## src/rtl/seq_det_pkg.sv

```systemverilog
`default_nettype none
// ============================================================================
// Module      : seq_det_pkg
// Description : Shared state encoding and width helper for the serial
//               pattern detector.
// Revision    : 1.0 - initial release
// ============================================================================
package seq_det_pkg;

  typedef enum logic [1:0] {
    ST_IDLE  = 2'b00,
    ST_FILL  = 2'b01,
    ST_ARMED = 2'b10
  } state_t;

  // Bits needed to count 0..pat_w valid history bits.
  function automatic int fill_width(input int pat_w);
    return $clog2(pat_w + 1);
  endfunction

endpackage
`default_nettype wire

```

## src/rtl/sat_counter.sv

```systemverilog
`default_nettype none
// ============================================================================
// Module      : sat_counter
// Description : Width-parametrised saturating up-counter with synchronous
//               clear. Holds at all-ones instead of wrapping.
// Revision    : 1.0 - initial release
// ============================================================================
module sat_counter #(
  parameter int WIDTH = 8
) (
  input  logic             clk,
  input  logic             reset,
  input  logic             clr_i,
  input  logic             inc_i,
  output logic [WIDTH-1:0] count_o
);

  localparam logic [WIDTH-1:0] C_MAX = '1;

  logic [WIDTH-1:0] count_q;

  // Count register: reset beats clear beats increment; stop at the maximum.
  always_ff @(posedge clk) begin
    if (reset) begin
      count_q <= '0;
    end else if (clr_i) begin
      count_q <= '0;
    end else if (inc_i && (count_q != C_MAX)) begin
      count_q <= count_q + WIDTH'(1);
    end
  end

  assign count_o = count_q;

endmodule
`default_nettype wire

```

## src/rtl/seq_detector_fsm.sv

```systemverilog
`default_nettype none
// ============================================================================
// Module      : seq_detector_fsm
// Description : Serial pattern detector. Shifts qualified bits into a
//               PAT_W-bit history and pulses match when the last PAT_W bits
//               equal the pattern latched at stream start or soft clear.
//               Supports overlapping and flushing (non-overlap) detection.
// Revision    : 1.0 - initial release
// ============================================================================
module seq_detector_fsm
  import seq_det_pkg::*;
#(
  parameter int PAT_W  = 4,
  parameter int CNT_W  = 8,
  parameter int FILL_W = fill_width(PAT_W)
) (
  input  logic              clk,
  input  logic              reset,
  input  logic              x_in,
  input  logic              x_valid,
  input  logic [PAT_W-1:0]  pattern,
  input  logic              overlap,
  input  logic              clear,
  output logic              match,
  output logic [CNT_W-1:0]  match_count,
  output logic [FILL_W-1:0] fill,
  output logic [1:0]        state
);

  localparam logic [FILL_W-1:0] C_FULL = FILL_W'(PAT_W);

  state_t            state_q, state_d;
  logic [PAT_W-1:0]  hist_q, hist_d;
  logic [PAT_W-1:0]  pat_q, pat_d;
  logic [FILL_W-1:0] fill_q, fill_d;
  logic              match_q, match_d;

  logic [PAT_W-1:0]  ref_pat;
  logic [PAT_W-1:0]  shifted;
  logic [FILL_W-1:0] fill_inc;
  logic              hit;
  logic              cnt_inc;

  // State, history, latched pattern, fill count and registered match pulse.
  always_ff @(posedge clk) begin
    if (reset) begin
      state_q <= ST_IDLE;
      hist_q  <= '0;
      pat_q   <= '0;
      fill_q  <= '0;
      match_q <= 1'b0;
    end else begin
      state_q <= state_d;
      hist_q  <= hist_d;
      pat_q   <= pat_d;
      fill_q  <= fill_d;
      match_q <= match_d;
    end
  end

  // Next-state logic: leaving IDLE latches a fresh pattern and starts from an
  // empty history, so the IDLE edge uses the live pattern input for compare.
  always_comb begin
    state_d  = state_q;
    hist_d   = hist_q;
    pat_d    = pat_q;
    fill_d   = fill_q;
    match_d  = 1'b0;
    cnt_inc  = 1'b0;

    ref_pat  = (state_q == ST_IDLE) ? pattern : pat_q;
    shifted  = (state_q == ST_IDLE) ? {{(PAT_W-1){1'b0}}, x_in}
                                    : {hist_q[PAT_W-2:0], x_in};
    fill_inc = (state_q == ST_IDLE) ? FILL_W'(1)
             : ((fill_q == C_FULL) ? C_FULL : fill_q + FILL_W'(1));
    hit      = (fill_inc == C_FULL) && (shifted == ref_pat);

    if (clear) begin
      hist_d  = '0;
      fill_d  = '0;
      pat_d   = pattern;
      state_d = ST_FILL;
    end else begin
      case (state_q)
        ST_IDLE, ST_FILL, ST_ARMED: begin
          if (x_valid) begin
            pat_d   = ref_pat;
            hist_d  = shifted;
            fill_d  = fill_inc;
            state_d = (fill_inc == C_FULL) ? ST_ARMED : ST_FILL;
            if (hit) begin
              match_d = 1'b1;
              cnt_inc = 1'b1;
              // Flushing mode: the matching bit is not reused.
              if (!overlap) begin
                hist_d  = '0;
                fill_d  = '0;
                state_d = ST_FILL;
              end
            end
          end
        end
        default: begin
          // Illegal encoding: recover to IDLE with an empty history.
          state_d = ST_IDLE;
          hist_d  = '0;
          fill_d  = '0;
        end
      endcase
    end
  end

  sat_counter #(
    .WIDTH (CNT_W)
  ) u_match_cnt (
    .clk     (clk),
    .reset   (reset),
    .clr_i   (clear),
    .inc_i   (cnt_inc),
    .count_o (match_count)
  );

  assign match = match_q;
  assign fill  = fill_q;
  assign state = state_q;

endmodule
`default_nettype wire

```

## config.mk

```make
export PLATFORM = sky130hd
export DESIGN_NAME = seq_detector_fsm
export DESIGN_NICKNAME = d
export VERILOG_FILES = /design/src/rtl/seq_det_pkg.sv /design/src/rtl/sat_counter.sv /design/src/rtl/seq_detector_fsm.sv
export SDC_FILE = /design/constraint.sdc
export NUM_CORES = 1
export LEC_CHECK = 0
export CAP_MARGIN = 20
export CELL_PAD_IN_SITES_DETAIL_PLACEMENT = 1
export CELL_PAD_IN_SITES_GLOBAL_PLACEMENT = 1
export CORE_AREA = 5 5 67 69
export CTS_CLUSTER_DIAMETER = 80
export DETAILED_ROUTE_END_ITERATION = 6
export DIE_AREA = 0 0 72 74
export DONT_BUFFER_PORTS = 1
export GPL_ROUTABILITY_DRIVEN = 0
export PLACE_DENSITY_LB_ADDON = 0.1
export SLEW_MARGIN = 20
export SYNTH_ARGS = -nofsm -noshare
export SYNTH_HDL_FRONTEND = slang
export SYNTH_HIERARCHICAL = 1
export SYNTH_SLANG_ARGS = --single-unit
```

## constraint.sdc

```tcl
create_clock -name clk -period 2.75 [get_ports clk]
set_input_delay 0.55 -clock clk [delete_from_list [all_inputs] [get_ports clk]]
set_output_delay 0.55 -clock clk [all_outputs]
set_load 0.005 [all_outputs]
```

==> reports/summary.txt, run 1 <==
largest net degree at the start of global routing - 14
worst hold path type - input pin to register
RSZ-0062 raised after global routing - no
# port buffers - 0
Post-Place Cells - 172
Mapped Nets - 135
Via density - 5.30
Final Setup Violations - 0
cell family with most CP delay - simple AND/OR/NAND/NOR gates
Max Clk Rate - 400 MHz
Die ar. - 5330 µm²
crit end category - register
layout cells sized above 1 - 10.3%
Buf+Inv Stages, Crit Path - 1
clk_lat worst skew - 0.26 ns
top area cells in the synthesized netlist - dfxtp_1 (38%), mux2i_1 (7.3%), nor2_1 (4.4%)
fin. max-slew vios - 0
utilization after layout - 31.5%
Final Skew - 0.00386 ns
root buffer cell - clkbuf_8
Die W - 72 µm
placed wire-length estimate - 2260 µm
clk sinks - 21
vias in the first global route - 977
Avg Inst Size Synth - 9.01 µm²
Synth cell types - 40
area leader, netlist - dfxtp_1
Rel. slew slack - 65.0%
cts bufs inserted - 3
crit path DAT - 2.67 ns
Max FO, Critical Path - 5
#FFs+latches synth - 21
initial DRC count - 41
initial antenna violation count - 0
final std cells w/o fill - 176
GR Overflow Total - 0
H-tree level count - 1
final hold vios - 0
total I/O pin count - 24
status - finished, final reports clean
DRT Pass-1 Iters - 4
Slowest cell on crit path - dfxtp_1
Synth top area share - 38.2%
Tmin final - 2.50 ns
Routed Wire Length - 2880 µm
startpoint types - register
post-detailed-route count of antenna-violating nets - 0
DR DRC count - 0
Pwr per Cell Area - 462 nW/µm²
netlist area before placement - 1100 µm²
Mapped Cells - 122
Initial Utilization - 28.5%
Setup TNS Final - 0 ns
Core Footprint - 3860 µm²
Leak - 0.455 nW
diodes inserted - 0
global-route wire length before repair - 4830 µm
via count - 933
required time worst endpoint - 2.92 ns
Worst-path clk slew - 0.08 ns
wire per inst - 16.4 µm
FP Rows - 23
TritonCTS clock tree - done
critical path class - register to register
fillcell total - 462
part of the Yosys area used for sequential elements - 38.2%
synthesis-to-layout area growth - 10.6%
worst-margin pin slew - 0.523 ns
final net count - 140
die height - 74 µm
worst path cell trace - inv_1 > ha_1 > a211oi_2 > and2_1 > nand3_1 > nor2_4 > and4_1 > a31oi_1 > a2111oi_4
clock buffer depth - 2
Crit path largest cell delay - 0.43 ns
most numerous cell in the Yosys netlist - dfxtp_1
GRT Util Overall - 11.5%
Yosys Warn Count - 6
Synth Flop Type - dfxtp_1
Final period util - 90.9%
Max VDD drop - 0.124 mV
FFs w/ async S/R, synth - 0%
EDFF count, synth - 0
Power Total - 0.000562 W
synth cell count leaders - dfxtp_1 (21), nor2_1 (13), nand2_1 (10)
Max-cap violations - 0
[per-layer routing]
metal | vias up | GRT usage (%) | routed length (µm)
li1 | 467 | - | -
met1 | 448 | 13.2 | 1240
met2 | 16 | 19.9 | 1430
met3 | 2 | 3.78 | 187
met4 | 0 | 4.38 | 19
met5 | - | 0 | 0
[placed cells by master, fill, tap and decap left out, types with 2 or more instances in the layout]
master	synthesis	final
nand4_1	2	2
clkbuf_8	0	3
and3_1	7	7
nand3_1	4	4
a21boi_1	2	2
inv_1	8	8
ha_1	3	3
or3_1	3	3
and4_1	2	2
nor2_1	13	12
mux2i_1	8	8
dfxtp_1	21	21
xnor2_1	2	2
a32o_1	4	4
nand2_1	10	10
a21oi_1	8	8
[worst paths after layout]
check,startpoint,cells past startpoint,slack (ns),end
max,fill[0],9,0.25,u_match_cnt/count_o[5]
min,clear,1,0.34,u_match_cnt/count_o[5]
max reg2reg,fill[0],9,0.25,u_match_cnt/count_o[5]
min reg2reg,pat_q[2],2,0.50,pat_q[2]
[what timing repair did]
| action | CTS | global route |
|---|---|---|
| setup buffers | 0 | 0 |
| endpoints found under the setup margin | 0 | 3 |
| hold buffers | 0 | 0 |
| gates resized for setup | 0 | 2 |
[area by class of cell]
class / count / area (µm²) / share of cell area, %
multi-input cells: 92 / 649 / 53.4
flip-flops and latches: 21 / 420 / 34.6
well taps: 50 / 62.6 / 5.14
clock buffers: 3 / 41.3 / 3.40
inverters: 8 / 30.0 / 2.47
repair buffers: 1 / 7.51 / 0.617
clock inverters: 1 / 5.00 / 0.412
[logic make-up after synthesis]
kind of cell,Yosys count,share of synthesized area (%)
AOI/OAI and AO/OA,28,21.5
xor gates and xnor gates,2,1.59
adders and majority gates,3,3.41
buffers and inverters,9,3.41
DFF,21,38.2
muxes,8,7.28
and+or+nand+nor,51,24.6
[flip-flops by register name, summed over array words and instances (netlist names)]
signal               cells
fill                     3
hist_q                   3
match                    1
pat_q                    4
state                    2
u_match_cnt/count_o      8
[power breakdown]
group / switching (W) / internal, W / total (W)
registers: 0.00000592 / 0.000310 / 0.000316
clock network: 0.000104 / 0.000101 / 0.000205
logic: 0.0000240 / 0.0000167 / 0.0000407
[through the flow]
step | hold WS (ns) | setup WS, ns | area (µm²)
floorplan | 0.463 | 0.495 | 1100
global placement | 0.485 | 0.280 | 1160
detailed placement | 0.489 | 0.146 | 1160
CTS | 0.333 | 0.137 | 1210
global route | 0.322 | 0.0313 | 1220
finish | 0.343 | 0.250 | 1220
Power figures use the tool's default switching activity.
==> run 2, diff against run 1 <==
CTS_CLUSTER_SIZE = 14   (was not set)
PLACE_DENSITY = 0.62   (was not set)
PLACE_DENSITY_LB_ADDON = not set   (was 0.1)
==> run 2 against run 1 <==
  * Critical path type unchanged
  * Fmax is 0.44% lower
  * Clock-buffer cell count is 1 higher
  * Total power fell by 0.92%
  * Critical path depth is the same
  * Largest cell class unchanged
==> reports/summary.txt, run 2 (synthesis results as in run 1) <==
crit path DAT - 2.68 ns (about the same)
post-detailed-route count of antenna-violating nets - 0 (unchanged)
worst hold path type - input pin to register
Final WS setup - 0.238 ns (-0.0111 ns)
hold_buf cts - 0 (unchanged)
cts bufs inserted - 3 (unchanged)
Final Skew - 0.00207 ns (-0.00179 ns)
FP Rows - 23 (unchanged)
Final Setup Violations - 0 (unchanged)
clk_lat worst skew - 0.26 ns (about the same)
Leak - 0.447 nW (-1.9%)
number of flip-flops in the largest register - 8 (unchanged)
startpoint types - register
Setup crit end - u_match_cnt/count_o[5]
root buffer cell - clkbuf_8
final hold vios - 0 (unchanged)
vias in the first global route - 990 (+1.3%)
layout cells sized above 1 - 8.80% (-1.5 points)
final net count - 139 (-0.71%)
Die ar. - 5330 µm² (unchanged)
status - finished, final reports clean
H-tree level count - 1 (unchanged)
fillcell total - 475 (+2.8%)
clock buffer depth - 2 (unchanged)
R2R Path Start - fill[0]
Resized cells post-CTS - 0 (unchanged)
Rel. slew slack - 64.0% (-0.98 points)
placed wire-length estimate - 2200 µm (-2.8%)
Max FO, Critical Path - 5 (unchanged)
crit path launch - fill[0]
switch share - 22.8% (-1.1 points)
Internal - 0.000430 W (+0.55%)
RSZ-0062 raised after global routing - no
Pwr per Cell Area - 463 nW/µm² (+0.22%)
r2r setup slk - 0.24 ns (about the same)
# port buffers - 0 (unchanged)
Tmin final - 2.51 ns (+0.0111 ns)
Max Clk Rate - 398 MHz (-0.44%)
synthesis-to-layout area growth - 9.33%
commonest non-fill, non-tap cell in the layout - dfxtp_1
clock power share - 36.0% (-0.5 points)
Register Area - 420 µm² (unchanged)
diodes inserted - 0 (unchanged)
hold slack - 0.345 ns (+0.00179 ns)
Setup TNS Final - 0 ns (unchanged)
Initial Utilization - 28.5% (unchanged)
crit end category - register
critical path class - register to register
GRT met2 Usage - 19.5% (-0.41 points)
NetSw - 0.000127 W (-5.6%)
DP Worst Slack - 0.176 ns (+0.0308 ns)
initial DRC count - 61 (+49%)
Sequential Power Share - 56.8% (+0.5 points)
largest net degree at the start of global routing - 14 (unchanged)
required time worst endpoint - 2.91 ns (about the same)
worst-margin pin slew - 0.539 ns (+0.0166 ns)
peak-usage layer in the global routing report - met2
multi-input logic area - 644 µm² (-0.77%)
Via density - 5.38 (+1.4%)
final std cells w/o fill - 175 (-0.57%)
clk sinks - 21 (unchanged)
Max-cap violations - 0 (unchanged)
Final period util - 91.3% (+0.41 points)
worst r2r path cells - 9 (unchanged)
Reg-to-Reg End - u_match_cnt/count_o[5]
post-CTS setup repair buffer count - 0 (unchanged)
die height - 74 µm (unchanged)
GRT Util Overall - 11.6% (+0.092 points)
via count - 941 (+0.86%)
Die W - 72 µm (unchanged)
combinational power share - 7.2% (about the same)
routing usage on met1 - 13.4% (+0.19 points)
Core Footprint - 3860 µm² (unchanged)
Routed Wire Length - 2860 µm (-0.87%)
TritonCTS clock tree - done
Worst-path clk slew - 0.07 ns (about the same)
wire per inst - 16.3 µm (-0.30%)
initial antenna violation count - 0 (unchanged)
Max VDD drop - 0.265 mV (+110%)
total I/O pin count - 24 (unchanged)
Post-Place Cells - 171 (-0.58%)
global-route wire length before repair - 4800 µm (-0.58%)
met3 Use GR - 4.86% (+1.1 points)
DR DRC count - 0 (unchanged)
DRT Pass-1 Iters - 4 (unchanged)
GR Overflow Total - 0 (unchanged)
fin. max-slew vios - 0 (unchanged)
most frequent cells in the layout - dfxtp_1 (21), nor2_1 (12), nand2_1 (10)
run 2: cell types whose count changed in the layout (fill, tap and decap cells not counted):
cell / previous run / this run
buf_4: 1 / 0
clkbuf_1: 0 / 1
clkinv_2: 1 / 0
nor2_2: 1 / 2
nor2_4: 1 / 0
run 2: worst max-delay path, cell delays in order (launching register included):
cell and delay (ns):
dfxtp_1 0.42, inv_1 0.10, ha_1 0.33, a211oi_2 0.22, and2_1 0.23, nand3_1 0.14
nor2_2 0.22, and4_1 0.30, a31oi_1 0.14, a2111oi_4 0.32
run 2: cell type report:
class	count	share of cell area, %
clock buffer	4	3.75
tap	50	5.20
multi-input combinational	92	53.6
inverter	8	2.50
sequential	21	35.0
run 2: routing by layer:
layer,vias up,share of wire (%)
met5,-,0
met4,0,0.81
met3,2,8.7
met2,29,49
met1,448,41
li1,462,-
run 2: stage by stage:
| stage | instance area (µm²) | total power (W) | util, % |
|---|---|---|---|
| after floorplan | 1100 | 0.000354 | - |
| final | 1200 | 0.000557 | 31.2 |
| after detailed placement | 1150 | 0.000364 | 29.9 |
| after global placement | 1150 | 0.000362 | 29.9 |
| after CTS | 1200 | 0.000571 | 31.1 |
| after global routing | 1200 | 0.000591 | 31.2 |
run 2: worst min-delay path by stage:
stage	start	endpoint	slack [ns]	cells past startpoint
6_report	clear	u_match_cnt/count_o[5]	0.34	1
3_5_place_dp	pat_q[3]	pat_q[3]	0.49	2
3_3_place_gp	pat_q[1]	pat_q[1]	0.48	2
5_1_grt	clear	u_match_cnt/count_o[5]	0.33	1
4_1_cts	clear	u_match_cnt/count_o[5]	0.33	1
2_1_floorplan	pat_q[1]	pat_q[1]	0.46	2
run 2: power groups by stage:
stage	clock [W]	combinational (W)	sequential, W
after detailed placement	0	0.0000402	0.000324
after CTS	0.000215	0.0000404	0.000316
after global routing	0.000229	0.0000454	0.000317
final	0.000200	0.0000401	0.000316
after global placement	0	0.0000384	0.000323
after floorplan	0	0.0000322	0.000322
